===== src/rtl/imem_fetch_pkg.sv =====
// Shared state encoding and constants for the instruction fetch sequencer.
package imem_fetch_pkg;

  typedef enum logic [1:0] {
    S_IDLE,
    S_ADDR,
    S_WAIT,
    S_LATCH
  } fetch_state_t;

  localparam int unsigned WORD_BYTES       = 4;
  localparam int unsigned WAIT_CNT_W       = 4;
  localparam logic [31:0] DEFAULT_RESET_PC = 32'h0000_0000;

endpackage


===== src/rtl/fetch_wait_counter.sv =====
// Settle-time down counter for the fetch sequencer; done flags the last wait cycle.
module fetch_wait_counter
  import imem_fetch_pkg::*;
(
  input  logic                  clk,
  input  logic                  reset,
  input  logic                  load,
  input  logic                  dec,
  input  logic [WAIT_CNT_W-1:0] load_val,
  output logic                  done
);

  logic [WAIT_CNT_W-1:0] count;

  always_ff @(posedge clk or posedge reset) begin
    if (reset) begin
      count <= '0;
    end else if (load) begin
      count <= load_val;
    end else if (dec && (count != '0)) begin
      count <= count - WAIT_CNT_W'(1);
    end
  end

  assign done = (count == WAIT_CNT_W'(1));

endmodule


===== src/rtl/imem_fetch_ctrl.sv =====
// Multicycle fetch sequencer: owns the PC, holds mem_addr for WAIT_CYCLES settle cycles, then loads ir.
// Defining IMEM_FETCH_PREFETCH_EN adds a one-entry prefetch buffer refilled after every delivery.
module imem_fetch_ctrl
  import imem_fetch_pkg::*;
#(
  parameter int unsigned WAIT_CYCLES = 2,
  parameter logic [31:0] RESET_PC    = DEFAULT_RESET_PC
) (
  input  logic        clk,
  input  logic        reset,
  input  logic        fetch_req,
  input  logic        redirect_valid,
  input  logic [31:0] redirect_pc,
  output logic [31:0] mem_addr,
  input  logic [31:0] mem_rdata,
  output logic [31:0] ir,
  output logic        ir_valid,
  output logic [31:0] pc,
  output logic [31:0] pc_plus4,
  output logic        busy,
  output logic        misalign_err
);

  fetch_state_t state, state_next;
  logic         redirect_ok, redirect_bad;
  logic         cnt_load, cnt_dec, cnt_done;
  logic         start, deliver;
  logic [31:0]  start_addr, deliver_word;

  assign redirect_ok  = redirect_valid && (redirect_pc[1:0] == 2'b00);
  assign redirect_bad = redirect_valid && (redirect_pc[1:0] != 2'b00);
  assign pc_plus4     = pc + 32'(WORD_BYTES);
  assign busy         = (state != S_IDLE);

  fetch_wait_counter u_wait_cnt (
    .clk      (clk),
    .reset    (reset),
    .load     (cnt_load),
    .dec      (cnt_dec),
    .load_val (WAIT_CNT_W'(WAIT_CYCLES)),
    .done     (cnt_done)
  );

`ifdef IMEM_FETCH_PREFETCH_EN
  logic        pbuf_valid, pf_inflight;
  logic [31:0] pbuf;
  logic        to_pbuf, from_pbuf, pf_launch;

  assign deliver_word = from_pbuf ? pbuf : mem_rdata;

  always_ff @(posedge clk or posedge reset) begin
    if (reset) begin
      pbuf_valid  <= 1'b0;
      pbuf        <= '0;
      pf_inflight <= 1'b0;
    end else if (redirect_ok) begin
      pbuf_valid  <= 1'b0;
      pf_inflight <= 1'b0;
    end else begin
      if (start) pf_inflight <= pf_launch;
      if (to_pbuf) begin
        pbuf       <= mem_rdata;
        pbuf_valid <= 1'b1;
      end else if (from_pbuf) begin
        pbuf_valid <= 1'b0;
      end
    end
  end
`else
  assign deliver_word = mem_rdata;
`endif

  always_ff @(posedge clk or posedge reset) begin
    if (reset) state <= S_IDLE;
    else       state <= state_next;
  end

  always_comb begin
    state_next = state;
    start      = 1'b0;
    start_addr = pc;
    deliver    = 1'b0;
    cnt_load   = 1'b0;
    cnt_dec    = 1'b0;
`ifdef IMEM_FETCH_PREFETCH_EN
    to_pbuf    = 1'b0;
    from_pbuf  = 1'b0;
    pf_launch  = 1'b0;
`endif
    // An aligned redirect overrides everything; a request in the same IDLE cycle fetches the target.
    if (redirect_ok) begin
      state_next = S_IDLE;
      if ((state == S_IDLE) && fetch_req) begin
        state_next = S_ADDR;
        start      = 1'b1;
        start_addr = redirect_pc;
      end
    end else begin
      case (state)
        S_IDLE: begin
          if (fetch_req) begin
`ifdef IMEM_FETCH_PREFETCH_EN
            if (pbuf_valid) begin
              from_pbuf  = 1'b1;
              deliver    = 1'b1;
              pf_launch  = 1'b1;
              start_addr = pc_plus4;
            end
`endif
            start      = 1'b1;
            state_next = S_ADDR;
          end
        end
        S_ADDR: begin
          cnt_load   = 1'b1;
          state_next = (WAIT_CYCLES == 0) ? S_LATCH : S_WAIT;
        end
        S_WAIT: begin
          cnt_dec = 1'b1;
          if (cnt_done) state_next = S_LATCH;
        end
        S_LATCH: begin
`ifdef IMEM_FETCH_PREFETCH_EN
          // A prefetch nobody is waiting for parks in the buffer; otherwise deliver and refill.
          if (pf_inflight && !fetch_req) begin
            to_pbuf    = 1'b1;
            state_next = S_IDLE;
          end else begin
            deliver    = 1'b1;
            start      = 1'b1;
            pf_launch  = 1'b1;
            start_addr = pc_plus4;
            state_next = S_ADDR;
          end
`else
          deliver    = 1'b1;
          state_next = S_IDLE;
`endif
        end
        default: state_next = S_IDLE;
      endcase
    end
  end

  always_ff @(posedge clk or posedge reset) begin
    if (reset) begin
      pc           <= RESET_PC;
      mem_addr     <= RESET_PC;
      ir           <= '0;
      ir_valid     <= 1'b0;
      misalign_err <= 1'b0;
    end else begin
      ir_valid     <= deliver;
      misalign_err <= redirect_bad;
      if (redirect_ok)  pc <= redirect_pc;
      else if (deliver) pc <= pc_plus4;
      if (start)   mem_addr <= start_addr;
      if (deliver) ir <= deliver_word;
    end
  end

endmodule


===== config.mk =====
export PLATFORM = sky130hd
export DESIGN_NAME = imem_fetch_ctrl
export DESIGN_NICKNAME = d
export VERILOG_FILES = /design/src/rtl/imem_fetch_pkg.sv /design/src/rtl/fetch_wait_counter.sv /design/src/rtl/imem_fetch_ctrl.sv
export SDC_FILE = /design/constraint.sdc
export NUM_CORES = 1
export LEC_CHECK = 0
export CAP_MARGIN = 0
export CORE_ASPECT_RATIO = 1.5
export CORE_MARGIN = 5
export CORE_UTILIZATION = 48
export DETAILED_ROUTE_END_ITERATION = 10
export GPL_TIMING_DRIVEN = 1
export PLACE_DENSITY = 0.88
export SYNTH_ARGS = -nofsm -noshare
export SYNTH_HDL_FRONTEND = slang
export SYNTH_SLANG_ARGS = --single-unit

===== constraint.sdc =====
create_clock -name clk -period 8.2 [get_ports clk]
set_clock_uncertainty 0.2 [all_clocks]
set_input_delay 2.05 -clock clk [delete_from_list [all_inputs] [get_ports clk]]
set_output_delay 2.05 -clock clk [all_outputs]
set_load 0.01 [all_outputs]

==> results of run 1 <==
## state kept, by name (all words and copies together), names as in the netlist
register          count
pc                   32
misalign_err          1
mem_addr             32
ir_valid              1
ir                   32
state                 2
u_wait_cnt.count      4
## cells in the final DEF, fill, tap and decap left out, types with 7 or more instances in the layout
| master | instances |
|---|---|
| clkbuf_16 | 9 |
| ha_1 | 7 |
| and3_1 | 12 |
| nor4_1 | 8 |
| xor2_1 | 28 |
| a31oi_1 | 30 |
| nand3_1 | 16 |
| clkdlybuf4s50_1 | 198 |
| inv_1 | 12 |
| o21ai_0 | 26 |
| dfrtp_1 | 104 |
| nor2_1 | 49 |
| nor3_1 | 7 |
| a21oi_1 | 9 |
| nand2_1 | 84 |
| nand4_1 | 16 |
| mux2_2 | 34 |
| xnor2_1 | 32 |
## critical path: stages (launching register included)
cell and delay [ps]:
dfrtp_1 480, ha_1 340, nand4_2 170, or4_1 720, nor4_1 430, xor2_1 260
clkdlybuf4s50_1 600
## logic make-up after synthesis
| logic type | share of synthesized area, % |
|---|---|
| simple gates | 18.5 |
| flops | 49.9 |
| compound gates | 7.60 |
| xor+xnor | 10.1 |
| buf+inv | 4.58 |
| mux | 7.72 |
| fa+ha+maj | 1.68 |
## metal layers
metal | vias up | track usage, % | share of wire (%)
met2 | 232 | 44.6 | 53
met5 | - | 0 | 0
met4 | 0 | 11.0 | 4.2
met3 | 51 | 6.28 | 7.6
li1 | 2162 | - | -
met1 | 2294 | 26.4 | 35
## cell type report
cell class,instances,share of cell area (%)
sequential,104,34.5
clock buffer,10,3.03
tap,144,2.39
timing repair buffer,201,26.6
multi-input combinational,378,31.6
clock inverter,6,1.29
inverter,13,0.680
## stage by stage
stage                     area (µm²)  setup WS [ps]
final                           7550           2610
after global routing            7550           2490
after CTS                       7550           2590
after detailed placement        7220           2990
after global placement          7220           3230
after floorplan                 5220           3220
## path summary, 6_finish.rpt
kind                          start      endpoint  cells past startpoint
max                           pc[2]  pc_plus4[26]                      6
min                          ir[22]        ir[22]                      1
max reg2reg                state[0]        pc[25]                      6
min reg2reg                  ir[22]        ir[22]                      1
max in group asynchronous     reset         pc[8]                      3
min in group asynchronous     reset        ir[15]                      2
## power groups by stage
stage / Combinational [µW] / Sequential, µW / Clock [µW]
after floorplan: 471 / 927 / 0
after global placement: 1090 / 879 / 0
after detailed placement: 1130 / 898 / 0
after CTS: 1130 / 892 / 476
after global routing: 1200 / 920 / 499
final: 1120 / 893 / 470
==> results.sh, run 1 <==
export IMPL_syn_avg_cell_area_um2=9.70
export IMPL_grt_max_degree=79
export IMPL_period_needed_ps=5590
export IMPL_dp_cells=840
export IMPL_ys_seq_area_share_pct=49.9
export IMPL_drt_wirelength_per_cell_um=18.7
export IMPL_die_area_um2=13100
export IMPL_synth_edff_count=0
export IMPL_synth_most_common_cell="dfrtp_1"
export IMPL_synth_top_area_cell="dfrtp_1"
export IMPL_swShare_pct=34.7
export IMPL_port_buffers=198
export IMPL_drt_vias_per_instance=5.54
export IMPL_drc=0
export IMPL_numCtsBuffers=9
export IMPL_antenna_found_initial=0
export IMPL_finalHoldViolCount=0
export IMPL_p_clk_share_pct=18.9
export IMPL_syn_inst=538
export IMPL_cts_tree="built"
export IMPL_ios=199
export IMPL_p_total_uw=2480
export IMPL_slew_violations=0
export IMPL_timing_setup_tns_ps=0
export IMPL_synth_top_area_share_pct=49.9
export IMPL_htree_levels=3
export IMPL_final_cells=856
export IMPL_power_density_nw_per_um2=329
export IMPL_cap_violations=0
export IMPL_core_area_um2=10600
export IMPL_combinationalPowerShare_pct=45.1
export IMPL_intPower_uw=1620
export IMPL_ys_types=35
export IMPL_wirelength_um=16000
export IMPL_worstSetupStartpointType="flop"
export IMPL_clk_insertion_delay_late_ps=350
export IMPL_seqPwrFrac_pct=36.0
export IMPL_arrival_ps=3340
export IMPL_ys_ff_latch=104
export IMPL_synth_area_um2=5220
export IMPL_area_growth_pct=44.6
export IMPL_multi_input_area_um2=2380
export IMPL_cp_max_fo=8
export IMPL_dpl_hpwl_um=11700
export IMPL_cts_root_buffer="clkbuf_16"
export IMPL_power_leakage_uw=0.00306
export IMPL_grt_pass1_wl_um=24800
export IMPL_grt_pass1_vias=4878
export IMPL_ant_nets=0
export IMPL_postCtsResizedCells=0
export IMPL_diodes=0
export IMPL_ff2ff_setup_slack_ps=5420
export IMPL_clock_path_buffers=2
export IMPL_drtIter0Drc=226
export IMPL_drt_pre_antenna_iters=6
export IMPL_nNetsFinal=782
export IMPL_drive_gt1_share_pct=8.29
export IMPL_dieHeight_um=138
export IMPL_rsz0062_at_grt="no"
export IMPL_path_clk_slew_ps=70
export IMPL_ir_drop_mv=0.129
export IMPL_gp_congestion=0.901
export IMPL_seqCellArea_um2=2600
export IMPL_crit_type="flop to output port"
export IMPL_synth_flop_cell="dfrtp_1"
export IMPL_outcome="finished clean"
export IMPL_final_util_pct=71.3
export IMPL_fmax_mhz=179
export IMPL_clkSinkCount=104
export IMPL_synth_async_reset_ratio_pct=100
export IMPL_start_util_pct=49.3
export IMPL_tightest_slew_ps=1110
export IMPL_nFillCells=783
export IMPL_cp_end_kind="output port"
export IMPL_track_usage_pct=24.6
export IMPL_fp_dieW_um=95.1
export IMPL_yosys_top_cells_area="dfrtp_1 (50%), mux2_2 (7.3%), nand2_1 (6.0%), xnor2_1 (5.4%), xor2_1 (4.7%)"
export IMPL_ys_top_cells_by_count="dfrtp_1 (104), nand2_1 (84), nor2_1 (49)"
export IMPL_critPathRequiredTime_ps=5950
export IMPL_gr_total_overflow=0
export IMPL_ys_warn_count=0
export IMPL_p_sw_uw=861
export IMPL_setup_violations=0
export IMPL_timing_final_crit_share_pct=68.2
export IMPL_postCtsSetupBuffers=0
export IMPL_placementRows=46
export IMPL_hp_class="flop to flop"
export IMPL_relSlewSlack_pct=25.7
export IMPL_ctsHoldBuffers=0
export IMPL_holdWs_ps=306
export IMPL_synth_fp_nets=613
export IMPL_vias=4739
No activity file was read; power rests on OpenSTA's default activity.
==> run 2: changes to the inputs <==
Settings changed: CORE_UTILIZATION 48 to 40, PLACE_DENSITY 0.88 to 0.79.
Clock period 8.2 ns to 4.9 ns, I/O delays scaled along.
==> results.sh, run 2 (synthesis gave the netlist of run 1 again) <==
export IMPL_drtIter0Drc=200
export IMPL_start_util_pct=40.5
export IMPL_arrival_ps=3230
export IMPL_cp_max_fo=8
export IMPL_top_regs="ir: 32 flops, mem_addr: 32 flops, pc: 32 flops"
export IMPL_vias=4658
export IMPL_grt_pass1_vias=4838
export IMPL_core_area_um2=12900
export IMPL_htree_levels=3
export IMPL_grt_pass1_wl_um=24900
export IMPL_outcome="finished clean"
export IMPL_worstSetupStartpointType="flop"
export IMPL_finalHoldViolCount=0
export IMPL_dpl_hpwl_um=11800
export IMPL_timing_setup_tns_ps=0
export IMPL_gp_congestion=0.861
export IMPL_power_leakage_uw=0.00306
export IMPL_rsz0062_at_grt="no"
export IMPL_grt_max_degree=88
export IMPL_place_area_um2=7260
export IMPL_ios=199
export IMPL_postCtsResizedCells=0
export IMPL_clkSinkCount=104
export IMPL_placementRows=51
export IMPL_nFillCells=1108
export IMPL_drc=0
export IMPL_cp_end_kind="output port"
export IMPL_relSlewSlack_pct=29.3
export IMPL_ctsHoldBuffers=0
export IMPL_ant_nets=0
export IMPL_area_growth_pct=44.8
export IMPL_cp_slowest_cell="or4_1"
export IMPL_drt_wirelength_per_cell_um=18.0
export IMPL_critPathRequiredTime_ps=3470
export IMPL_layout_common_cells="clkdlybuf4s50_1 (198), dfrtp_1 (104), nand2_1 (84)"
export IMPL_finalWorstSetupSlack_ps=243
export IMPL_power_density_nw_per_um2=536
export IMPL_antenna_found_initial=0
export IMPL_die_area_um2=15500
export IMPL_cts_root_buffer="clkbuf_16"
export IMPL_drive_gt1_share_pct=8.81
export IMPL_clock_path_buffers=2
export IMPL_dieHeight_um=150
export IMPL_finalInstanceArea_um2=7550
export IMPL_timing_final_crit_share_pct=95.0
export IMPL_path_clk_slew_ps=80
export IMPL_crit_type="flop to output port"
export IMPL_hp_class="flop to flop"
export IMPL_ff2ff_setup_slack_ps=2040
export IMPL_port_buffers=198
export IMPL_worstPathCellList="ha_1 > nand4_2 > or4_1 > nor4_1 > xor2_1 > clkdlybuf4s50_1"
export IMPL_cts_tree="built"
export IMPL_fmax_mhz=215
export IMPL_drt_vias_per_instance=5.33
export IMPL_setup_violations=0
export IMPL_drt_pre_antenna_iters=5
export IMPL_diodes=0
export IMPL_numCtsBuffers=9
export IMPL_slowest_delay_ps=730
export IMPL_period_needed_ps=4660
export IMPL_cap_violations=0
export IMPL_ir_drop_mv=0.244
export IMPL_postCtsSetupBuffers=0
export IMPL_clk_insertion_delay_late_ps=350
export IMPL_final_common_cell="clkdlybuf4s50_1"
export IMPL_track_usage_pct=20.6
export IMPL_fp_dieW_um=103
export IMPL_slew_violations=0
export IMPL_nNetsFinal=785
export IMPL_wirelength_um=15800
export IMPL_pre_cts_ws_ps=628
export IMPL_tightest_slew_ps=1060
export IMPL_gr_total_overflow=0
-- run 2: cell count changes in the layout (fill, tap and decap cells not counted), sizes merged --
cell      delta
buf          +3
bufinv       -2
clkbuf       -1
clkinv       +2
clkinvlp     +1
-- run 2: routing by layer --
metal	part of all wire [%]	GRT usage (%)
met4	2.7	7.19
met1	37	23.7
met5	0	0
met2	54	37.4
met3	6.1	3.87
-- run 2: power by group --
group / internal, µW / switching (µW) / total [µW]
Clock: 357 / 349 / 706
Combinational: 1060 / 796 / 1850
Sequential: 1200 / 293 / 1490
-- run 2: per-stage QoR --
stage / instances / hold WS (ps) / power (µW) / util (%)
detailed placement: 858 / 292 / 3370 / 56.3
global placement: 858 / 285 / 3310 / 56.3
finish: 874 / 307 / 4050 / 58.6
global route: 874 / 327 / 4290 / 58.6
floorplan: 538 / 301 / 2340 / -
CTS: 874 / 310 / 4080 / 58.6
-- run 2: worst max-delay path: cells and delay by family, from the launching register on --
kind | cells | cell delay [ps]
xor+xnor | 1 | 180
simple gates | 3 | 1310
buf+inv | 1 | 560
fa+ha+maj | 1 | 330
flops | 1 | 490
-- run 2: final cells by class --
| class | count | area, µm² | area share, % |
|---|---|---|---|
| flip-flops and latches | 104 | 2600 | 34.4 |
| multi-input cells | 378 | 2380 | 31.6 |
| clock buffers | 9 | 225 | 2.98 |
| inverters | 13 | 51.3 | 0.679 |
| well taps | 159 | 199 | 2.63 |
| clock inverters | 7 | 66.3 | 0.878 |
| repair buffers | 204 | 2030 | 26.8 |
-- run 2: worst paths after layout --
kind,startpoint,to,cells past startpoint
worst max register to register,state[1],pc[15],6
worst min-delay path,mem_addr[0],mem_addr[0],1
worst min register to register,mem_addr[0],mem_addr[0],1
worst max-delay path,pc[2],pc_plus4[24],6
min in group asynchronous,reset,ir[9],2
max in group asynchronous,reset,pc[6],3
==> run 3: changes to the inputs <==
Settings changed: CORE_MARGIN 5 to not set.
==> results.sh, run 3 (synthesis gave the netlist of run 1 again) <==
export IMPL_hp_start="ir[3]"
export IMPL_power_leakage_uw=0.00307
export IMPL_start_util_pct=41.5
export IMPL_drt_pre_antenna_iters=5
export IMPL_gp_congestion=0.825
export IMPL_period_needed_ps=4650
export IMPL_finalWorstSetupSlack_ps=252
export IMPL_track_usage_pct=22.9
export IMPL_nFillCells=1091
export IMPL_drt_wirelength_per_cell_um=17.2
export IMPL_multi_input_area_um2=2380
export IMPL_timing_setup_tns_ps=0
export IMPL_htree_levels=3
export IMPL_r2r_start="state[1]"
export IMPL_startpoint="pc[2]"
export IMPL_drive_gt1_share_pct=8.94
export IMPL_min_path_cells=1
export IMPL_layout_common_cells="clkdlybuf4s50_1 (198), dfrtp_1 (104), nand2_1 (84)"
export IMPL_ios=199
export IMPL_grt_pass1_vias=4690
export IMPL_r2r_end="pc[25]"
export IMPL_numCtsBuffers=9
export IMPL_antenna_found_initial=0
export IMPL_ff2ff_setup_slack_ps=2020
export IMPL_ctsHoldBuffers=0
export IMPL_cap_violations=0
export IMPL_top_regs="ir: 32 flops, mem_addr: 32 flops, pc: 32 flops"
export IMPL_critPathRequiredTime_ps=3470
export IMPL_postCtsResizedCells=0
export IMPL_wirelength_um=15000
export IMPL_combinationalPowerShare_pct=45.8
export IMPL_drtIter0Drc=278
export IMPL_arrival_ps=3220
export IMPL_dieHeight_um=142
export IMPL_seqCellArea_um2=2600
export IMPL_path_clk_slew_ps=70
export IMPL_relSlewSlack_pct=31.9
export IMPL_fp_dieW_um=95.3
export IMPL_port_buffers=198
export IMPL_final_common_cell="clkdlybuf4s50_1"
export IMPL_ant_nets=0
export IMPL_seqPwrFrac_pct=36.9
export IMPL_power_density_nw_per_um2=534
export IMPL_rsz0062_at_grt="no"
export IMPL_slew_violations=0
export IMPL_nNetsFinal=786
export IMPL_ir_drop_mv=0.207
export IMPL_setup_violations=0
export IMPL_intPower_uw=2630
export IMPL_drt_vias_per_instance=5.36
export IMPL_timing_final_crit_share_pct=94.9
export IMPL_rr_worst_depth=6
export IMPL_worstSetupStartpointType="flop"
export IMPL_grt_max_degree=58
export IMPL_grt_pass1_wl_um=23800
export IMPL_die_area_um2=13500
export IMPL_cts_tree="built"
export IMPL_vias=4670
export IMPL_cp_max_fo=8
export IMPL_cp_end_kind="output port"
export IMPL_placementRows=50
export IMPL_p_clk_share_pct=17.3
export IMPL_clk_insertion_delay_late_ps=340
export IMPL_finalHoldViolCount=0
export IMPL_pre_cts_ws_ps=639
export IMPL_area_growth_pct=44.8
export IMPL_diodes=0
export IMPL_fmax_mhz=215
export IMPL_clkSinkCount=104
export IMPL_crit_type="flop to output port"
export IMPL_drc=0
export IMPL_outcome="finished clean"
export IMPL_whs_endpoint="ir[3]"
export IMPL_gr_total_overflow=0
export IMPL_dpl_hpwl_um=11000
export IMPL_cts_root_buffer="clkbuf_16"
export IMPL_p_sw_uw=1410
export IMPL_hp_class="flop to flop"
export IMPL_swShare_pct=34.9
export IMPL_clock_path_buffers=2
export IMPL_core_area_um2=12600
export IMPL_postCtsSetupBuffers=0
export IMPL_tightest_slew_ps=1010
## run 3: cell count changes in the layout (fill, tap and decap cells not counted), sizes merged
cell,before,now
buf,6,7
clkbuf,9,11
inv,16,14
## run 3: per-stage QoR
| stage | hold slack (ps) | instances | area [µm²] | util [%] | total power, µW |
|---|---|---|---|---|---|
| finish | 305 | 872 | 7560 | 60.1 | 4040 |
| global route | 323 | 872 | 7560 | 60.1 | 4280 |
| CTS | 309 | 872 | 7560 | 60.1 | 4080 |
| detailed placement | 293 | 856 | 7270 | 57.8 | 3360 |
| global placement | 286 | 856 | 7270 | 57.8 | 3290 |
| floorplan | 301 | 538 | 5220 | - | 2340 |
## run 3: power groups by stage
stage / clock, µW / combinational (µW) / sequential (µW)
5_1_grt: 753 / 1990 / 1540
3_3_place_gp: 0 / 1810 / 1470
6_report: 699 / 1850 / 1490
4_1_cts: 716 / 1870 / 1490
3_5_place_dp: 0 / 1860 / 1500
2_1_floorplan: 0 / 788 / 1550
## run 3: worst max-delay path by stage
stage                         endpoint  slack (ps)  cells after the start
after floorplan                  ir[0]         740                      1
after global placement    pc_plus4[26]         740                      6
after detailed placement  pc_plus4[26]         640                      6
after CTS                 pc_plus4[26]         240                      6
after global routing      pc_plus4[28]          10                      6
final                     pc_plus4[26]         250                      6
## run 3: final cells by class
cell class,instances,area share (%)
flip-flops and latches,104,34.4
multi-input cells,378,31.5
repair buffers,205,26.9
clock buffers,11,3.34
well taps,156,2.58
inverters,13,0.679
clock inverters,5,0.513
## run 3: worst max-delay path, stage by stage, from the launching register on
cell and delay [ps]:
dfrtp_1 510, ha_1 350, nand4_2 150, or4_1 730, nor4_1 410, xor2_1 170
clkdlybuf4s50_1 560
## run 3: per-layer routing
metal	track usage [%]	vias to the layer above	part of all wire (%)
met4	8.85	0	2.8
met3	4.88	30	5.8
li1	-	2182	-
met1	26.2	2278	38
met2	40.9	180	53
met5	0	-	0
==> patch (config.mk and constraints of run 2) <==
Put one more register stage on the output `pc`. The value now appears one clock later. The other outputs are not delayed to match.
--- a/src/rtl/imem_fetch_ctrl.sv
+++ b/src/rtl/imem_fetch_ctrl.sv
@@ -22,4 +22,6 @@
 );
 
+  logic [31:0] pc_s0;
+
   fetch_state_t state, state_next;
   logic         redirect_ok, redirect_bad;
@@ -30,5 +32,5 @@
   assign redirect_ok  = redirect_valid && (redirect_pc[1:0] == 2'b00);
   assign redirect_bad = redirect_valid && (redirect_pc[1:0] != 2'b00);
-  assign pc_plus4     = pc + 32'(WORD_BYTES);
+  assign pc_plus4     = pc_s0 + 32'(WORD_BYTES);
   assign busy         = (state != S_IDLE);
 
@@ -79,5 +81,5 @@
     state_next = state;
     start      = 1'b0;
-    start_addr = pc;
+    start_addr = pc_s0;
     deliver    = 1'b0;
     cnt_load   = 1'b0;
@@ -145,5 +147,5 @@
   always_ff @(posedge clk or posedge reset) begin
     if (reset) begin
-      pc           <= RESET_PC;
+      pc_s0        <= RESET_PC;
       mem_addr     <= RESET_PC;
       ir           <= '0;
@@ -153,6 +155,6 @@
       ir_valid     <= deliver;
       misalign_err <= redirect_bad;
-      if (redirect_ok)  pc <= redirect_pc;
-      else if (deliver) pc <= pc_plus4;
+      if (redirect_ok)  pc_s0 <= redirect_pc;
+      else if (deliver) pc_s0 <= pc_plus4;
       if (start)   mem_addr <= start_addr;
       if (deliver) ir <= deliver_word;
@@ -160,4 +162,8 @@
   end
 
+  always_ff @(posedge clk) begin
+    pc <= pc_s0;
+  end
+
 endmodule
 
Check against the original RTL: not equivalent (a bounded check fails within 4 cycles, from zero or initial values and one cycle with reset high).
==> patch against run 2 <==
Routed wire length is 4.0% higher. Total power is 21% higher. Synthesized cell count is 2.0% higher. Worst setup slack better by 0.023 ns. Critical path type unchanged. Largest cell class unchanged. Highest routed layer unchanged. Sequential cell count rose by 32. Final cell count is 7.2% higher. Clock power is 70% higher. Global-route usage shrank 1.1 points. Final area rose by 12%. Area after synthesis grew 12%.
==> patch: results (changes against run 2) <==
metric;value;unit;change
drt_iter0_drc;188;;-6.0%
timing.rr.start;pc_s0[2]$_DFFE_PP0P_;;
wl_per_cell;17.5;um;-3.0%
clkTransAtPathRegs;0.06;ns;-0.02 ns
seq_area_share;38.3;%;+3.9 points
drt-met1-wl;6.43;mm;+8.8%
nonClkBufAreaFrac;24.1;%;-2.8 points
clkbuf_count;17;;+8
synth_adder_area_share;1.50;%;-0.18 points
placed_area;0.00790;mm2;+8.8%
wl_met2;8.74;mm;+3.3%
synthArstFlopShare;76.5;%;-24 points
min_path_cells;0;;-1
drive_gt1_share;11.6;%;+2.8 points
clock_sinks;136;;+31%
first_pass_iters;4;;-1
outcome;finished, final reports clean;;
grt_max_degree;62;;-30%
worst_pin_slew;0.987;ns;-0.0727 ns
rr_worst_depth;7;;+1
r2r_setup_slack;2.21;ns;+0.17 ns
clock_latency;0.41;ns;+0.06 ns
cts_max_level;4;;+1
worstHoldStart;pc_s0[1]$_DFFE_PP0P_;;
powerDensity;579;mW/mm2;+8.0%
critPathArrivalTime;3.21;ns;-0.02 ns
leakagePower;3.44;nW;+12%
synth-seq-area-share;55.5;%;+5.6 points
n_all_buffers;205;;+0.49%
crit_fanout;11;;+3
gp_congestion;0.799;;-7.3%
synth_nets;624;;+1.8%
vias;4735;;+1.7%
peakVddDrop;0.356;mV;+46%
synth_compound_area_share;6.92;%;-0.68 points
patch: through the flow:
step           power, W  cells  worst slack (ns)  hold WS, ns
2_1_floorplan   0.00269    549             0.743        0.142
3_3_place_gp    0.00366    905             0.851        0.178
3_5_place_dp    0.00373    905             0.734        0.184
4_1_cts         0.00494    937             0.295        0.202
5_1_grt         0.00518    937            0.0570        0.220
6_report        0.00489    937             0.266        0.198
patch: report_power, final:
| group | switching, W | total, W | leakage [nW] | internal [W] |
|---|---|---|---|---|
| Sequential | 0.000312 | 0.00183 | 1.50 | 0.00152 |
| Clock | 0.000530 | 0.00120 | 0.269 | 0.000669 |
| Combinational | 0.000803 | 0.00187 | 1.67 | 0.00106 |
patch: per-layer routing:
layer	vias to the layer above	track usage (%)
met5	-	0
met4	0	6.74
met3	25	5.14
met2	167	34.9
met1	2319	22.3
li1	2224	-
patch: critical path, delay by kind of cell, from the launching register on:
kind          cells  cell delay, ns
simple gates      4            1.25
xor+xnor          1            0.18
buf+inv           1            0.58
flops             1            0.47
fa+ha+maj         1            0.32
